[src/rtl/csa_pkg.sv]
// Shared types and helpers for the carry-save accumulator controller.
// Holds the FSM state encoding and the result-width calculation used by
// csa_accum_ctrl and csa_cell.
package csa_pkg;

  // Legacy-compatible state encoding: plain vector plus named constants.
  typedef logic [1:0] csa_state_t;

  localparam csa_state_t IDLE    = 2'd0;
  localparam csa_state_t ACCUM   = 2'd1;
  localparam csa_state_t RESOLVE = 2'd2;
  localparam csa_state_t DONE    = 2'd3;

  // Result width wide enough for max_ops operands of width bits each.
  function automatic int csa_out_w(input int width, input int max_ops);
    return width + $clog2(max_ops);
  endfunction

endpackage

[src/rtl/csa_cell.sv]
// Combinational W-bit 3:2 compressor (carry-save adder cell).
// Latency: 0 cycles (pure combinational). Backpressure: none.
// Ports: a, b, c operands in; sum = a^b^c; carry = maj(a,b,c) shifted left by one.
module csa_cell #(
  parameter int W = 8
) (
  input  logic [W-1:0] a,
  input  logic [W-1:0] b,
  input  logic [W-1:0] c,
  output logic [W-1:0] sum,
  output logic [W-1:0] carry
);

  assign sum = a ^ b ^ c;
  // The carry MSB falls off; the accumulator width already guarantees the
  // exact total never needs it.
  assign carry = ((a & b) | (a & c) | (b & c)) << 1;

endmodule

[src/rtl/csa_accum_ctrl.sv]
// Carry-save accumulator: sums up to MAX_OPS unsigned operands, one 3:2
// compression per accepted operand, then ripples out the carry vector.
// Latency: 1..OUT_W+1 resolve cycles after the last operand; result is held
// in DONE until out_ready, and in_ready stays low from RESOLVE until IDLE.
// Ports: clk/rst (sync, active-high); in_valid/in_data/in_last/in_ready
// operand stream; out_valid/out_sum/out_count/out_ready result handshake.
// Optional: define CSA_ACCUM_ERR_EN to add the err output, a registered
// one-cycle pulse flagging operands offered while the block cannot take them.
module csa_accum_ctrl
  import csa_pkg::*;
#(
  parameter int WIDTH   = 4,
  parameter int MAX_OPS = 8,
  localparam int OUT_W  = csa_out_w(WIDTH, MAX_OPS),
  localparam int CNT_W  = $clog2(MAX_OPS) + 1
) (
  input  logic             clk,
  input  logic             rst,
  input  logic             in_valid,
  input  logic [WIDTH-1:0] in_data,
  input  logic             in_last,
  output logic             in_ready,
  output logic             out_valid,
  output logic [OUT_W-1:0] out_sum,
  output logic [CNT_W-1:0] out_count,
  input  logic             out_ready
`ifdef CSA_ACCUM_ERR_EN
  ,
  output logic             err
`endif
);

  localparam logic [CNT_W-1:0] MAX_CNT = CNT_W'(MAX_OPS);

  csa_state_t       state_q, state_d;
  logic [OUT_W-1:0] s_q, s_d;
  logic [OUT_W-1:0] c_q, c_d;
  logic [CNT_W-1:0] cnt_q, cnt_d;
  logic [CNT_W-1:0] cnt_inc;
  logic [OUT_W-1:0] x;
  logic [OUT_W-1:0] cell_sum, cell_carry;
  logic             xfer;

  assign x        = OUT_W'(in_data);
  assign cnt_inc  = cnt_q + CNT_W'(1);
  assign in_ready = ((state_q == IDLE) || (state_q == ACCUM)) && (cnt_q < MAX_CNT);
  assign xfer     = in_valid && in_ready;

  csa_cell #(.W(OUT_W)) u_cell (
    .a    (s_q),
    .b    (c_q),
    .c    (x),
    .sum  (cell_sum),
    .carry(cell_carry)
  );

  always_comb begin
    state_d = state_q;
    s_d     = s_q;
    c_d     = c_q;
    cnt_d   = cnt_q;
    case (state_q)
      IDLE, ACCUM: begin
        if (xfer) begin
          if (state_q == IDLE) begin
            s_d = x;
            c_d = '0;
          end else begin
            s_d = cell_sum;
            c_d = cell_carry;
          end
          cnt_d = cnt_inc;
          // A full operand set closes the sum even without in_last.
          state_d = (in_last || (cnt_inc == MAX_CNT)) ? RESOLVE : ACCUM;
        end
      end
      RESOLVE: begin
        // Ripple the redundant form down: S+C is invariant each step and
        // C gains at least one trailing zero, so this ends within OUT_W steps.
        if (c_q == '0) begin
          state_d = DONE;
        end else begin
          s_d = s_q ^ c_q;
          c_d = (s_q & c_q) << 1;
        end
      end
      DONE: begin
        if (out_ready) begin
          state_d = IDLE;
          s_d     = '0;
          c_d     = '0;
          cnt_d   = '0;
        end
      end
      default: state_d = IDLE;
    endcase
  end

  always_ff @(posedge clk) begin
    if (rst) begin
      state_q <= IDLE;
      s_q     <= '0;
      c_q     <= '0;
      cnt_q   <= '0;
    end else begin
      state_q <= state_d;
      s_q     <= s_d;
      c_q     <= c_d;
      cnt_q   <= cnt_d;
    end
  end

  assign out_valid = (state_q == DONE);
  assign out_sum   = out_valid ? s_q : '0;
  assign out_count = out_valid ? cnt_q : '0;

`ifdef CSA_ACCUM_ERR_EN
  logic err_q, err_d;

  // in_ready is always high in IDLE, so any refused offer outside IDLE counts.
  always_comb begin
    err_d = in_valid && !in_ready && (state_q != IDLE);
  end

  always_ff @(posedge clk) begin
    if (rst) begin
      err_q <= 1'b0;
    end else begin
      err_q <= err_d;
    end
  end

  assign err = err_q;
`endif

endmodule

[config.mk]
export PLATFORM = sky130hd
export DESIGN_NAME = csa_accum_ctrl
export DESIGN_NICKNAME = d
export VERILOG_FILES = /design/src/rtl/csa_pkg.sv /design/src/rtl/csa_cell.sv /design/src/rtl/csa_accum_ctrl.sv
export SDC_FILE = /design/constraint.sdc
export NUM_CORES = 1
export LEC_CHECK = 0
export CORE_UTILIZATION = 42
export CTS_CLUSTER_SIZE = 28
export DETAILED_ROUTE_END_ITERATION = 8
export GPL_ROUTABILITY_DRIVEN = 0
export PLACE_DENSITY = 0.66
export SLEW_MARGIN = 20
export SYNTH_ARGS = -nofsm -noshare
export SYNTH_HDL_FRONTEND = slang
export SYNTH_SLANG_ARGS = --single-unit
[constraint.sdc]
create_clock -name clk -period 1.6 [get_ports clk]
set_input_delay 0.32 -clock clk [delete_from_list [all_inputs] [get_ports clk]]
set_output_delay 0.32 -clock clk [all_outputs]
set_load 0.005 [all_outputs]
==> impl_results.md <==
* Ordered cell list for the critical path: buf_12 > and3_1 > dlygate4sd2_1
* Worst-Margin Slew at 273 ps
* Global Route Usage Sum at 0.235
* Reg2reg start: c_q[3]
* Ys async rst share at 0
* Worst R2R Setup Slack at 70 ps
* DR DRC count at 0
* Worst-Skew Late Latency at 310 ps
* HP Class: flop to flop
* Detailed Route WL at 3130 um
* Status: completed
* Net count, final at 201
* Fin worst setup slack at 31.4 ps
* Final ANT Viol Nets at 0
* Global-route wire length before repair at 4970 um
* Gr ovfl total at 0
* CP max-delay cell: dfxtp_4
* Initial DRC Count at 24
* Clk sinks at 19
* Post-synth EDFFs at 0
* Number of buffers created by CTS at 3
* Antenna cells at 0
* Syn Area/Cell at 8.24 um^2
* Initial Util at 0.462
* Final Setup Violations at 0
* H-tree Lvls at 1
* I/O Pins at 22
* Final setup TNS at 0 ps
* Vias in the first global route at 1,111
* Startpoint Class: flop
* Layout Skew at 9.69 ps
* Post-CTS Hold Fix Bufs at 0
* Post-route design area at 1700 um^2
* CP Capture Type: output port
* Largest net degree at the start of global routing at 16
* Die area at 3040 um^2
* I/O Buffers at 21
* Longest Clk Path Bufs at 2
* Final min period at 1570 ps
* Tot Pwr at 1.16 mW
* Area delta synth->final at 43.2%
* Mapped cell area at 1190 um^2
* Crit path DAT at 1250 ps
* Vias per std cell at 5.60
* Final hold viol count at 0
* Yosys cell types at 36
* Placed standard-cell area at 1550 um^2
* Worst VDD drop at 624 uV
* Vias at 1,181
* WL/cell at 14.8 um
* Clock root cell: clkbuf_4
* F_max at 0.638 GHz
* Placement Setup Slack at -381 ps
* Die X at 55.1 um
* Pins Over Slew Limit at 0
* Hold worst-path end: c_q[6]
* Post-synthesis sequential area ratio at 0.321
* Die Y at 55.1 um
* Dpl hpwl at 2170 um
* CP Class: flop to output port
* Leak Pwr at 0.756 nW
* TritonCTS clock tree: yes
* Initial antenna violation count at 0
* Cell Pwr Density at 685 nW/um^2
* Hold path cells at 2
* CORE AREA at 2570 um^2
* Fill count at 231
* Reg2reg end: s_q[3]
* Worst stage delay on the critical path at 390 ps
* Syn. warnings at 0
* Crit Path Max Fanout at 11
* Worst Path Required at 1280 ps
* Reg2reg path depth at 5
* #FFs+latches synth at 19
* RSZ-0062 raised after global routing: true
* Hold Path Origin: c_q[6]
* Tcrit/Tclk final at 0.980
* Max-cap viol count at 0
* Top_reg_cell synth: dfxtp_1
* Reg clk slew, reported paths at 130 ps
* Slew Limit Headroom at 0.817
* Layout cells sized above 1 at 0.260
* Area of the multi-input gates at 798 um^2
* Synthesized Nets at 163
* Row count at 18
* Gate count of the mapped netlist at 144
* Register area at 394 um^2
* Drt pass-1 iters at 4
==> cells by family after synthesis <==
logic type | share of synthesized area
xor+xnor | 0.00739
fa+ha+maj | 0.124
compound gates | 0.215
flops | 0.321
buf+inv | 0.0633
simple gates | 0.243
mux | 0.0264
==> critical path, delay by kind of cell, from the launching register on <==
| kind | cells | cell delay [ps] |
|---|---|---|
| buffers and inverters | 2 | 390 |
| DFF | 1 | 390 |
| and+or+nand+nor | 1 | 150 |
==> routing by layer <==
metal	track usage	wire [um]	vias to the layer above
li1	-	-	589
met1	0.298	1440	560
met2	0.394	1530	28
met3	0.0601	129	4
met4	0.0625	36	0
met5	0	0	-
==> through the flow <==
step | hold WS [ps] | util | instances
after floorplan | 451 | - | 144
after global placement | 466 | 0.603 | 204
after detailed placement | 471 | 0.603 | 204
after CTS | 489 | 0.637 | 211
after global routing | 505 | 0.662 | 211
final | 495 | 0.662 | 211
==> synthesized netlist by cell type (2+ instances only) <==
cell,number,area [um^2]
a211oi_1,8,60.1
a21oi_1,19,95.1
a22oi_1,2,15.0
and3_1,11,68.8
buf_2,3,15.0
clkbuf_1,4,15.0
dfxtp_1,19,380
fa_1,3,60.1
ha_1,7,87.6
inv_1,10,37.5
mux2i_1,2,20.0
nand2_1,6,22.5
nand2b_1,5,31.3
nand3_1,4,20.0
nand4_1,2,12.5
nor2_1,16,60.1
nor3_1,2,10.0
nor3b_1,2,15.0
o21ai_0,2,10.0
==> flip-flops by register name, summed over array words and instances (netlist names) <==
signal and count:
s_q 7, cnt_q 4, state_q 2, c_q 6
==> report_power, final <==
| group | total (mW) | leakage, nW | internal, mW | switching, mW |
|---|---|---|---|---|
| sequential | 0.541 | 0.158 | 0.505 | 0.0363 |
| clock | 0.263 | 0.0177 | 0.0934 | 0.170 |
| combinational | 0.359 | 0.579 | 0.188 | 0.171 |
| total | 1.16 | 0.756 | 0.786 | 0.377 |
==> layout make-up <==
class	instances	area share
Tap cell	30	0.0221
Clock inverter	1	0.00295
Multi-Input combinational cell	107	0.470
Inverter	10	0.0221
Timing Repair Buffer	41	0.238
Clock buffer	3	0.0133
Sequential cell	19	0.232
==> what timing repair did <==
item	4_1_cts	5_1_grt
endpoints found under the setup margin	15	22
pin swaps	4	3
gates cloned	1	0
hold endpoints to repair	0	0
gates resized for setup	23	21
setup buffers	2	0
==> placed cells by master, fill, tap and decap left out, types with 2 or more instances in the layout <==
cell             instances
clkbuf_4                 3
dfxtp_4                  2
nand2b_1                 5
o21ai_0                  2
a22oi_1                  2
nor3_1                   2
dfxtp_1                 12
buf_12                   2
a211oi_1                 5
inv_2                    2
buf_4                   17
and3_1                  10
ha_1                     7
clkdlybuf4s15_1          6
dfxtp_2                  5
a21oi_1                 19
nor2_1                  16
nand4_1                  2
nand3_1                  3
a211oi_2                 3
mux2i_1                  2
fa_1                     3
nand2_1                  5
dlygate4sd2_1            7
clkdlybuf4s50_1          7
inv_1                    8
==> worst max path at each step <==
stage / from / slack, ps / cells after the start / end
3_3_place_gp: in_data[3] / -320 / 6 / s_q[3]
2_1_floorplan: s_q[1] / 210 / 5 / s_q[1]
5_1_grt: in_data[3] / -3 / 6 / s_q[3]
4_1_cts: state_q[0] / 1 / 6 / c_q[4]
3_5_place_dp: in_data[1] / -380 / 6 / s_q[1]
6_report: state_q[0] / 30 / 3 / out_sum[0]
No activity file was read; power rests on OpenSTA's default activity.
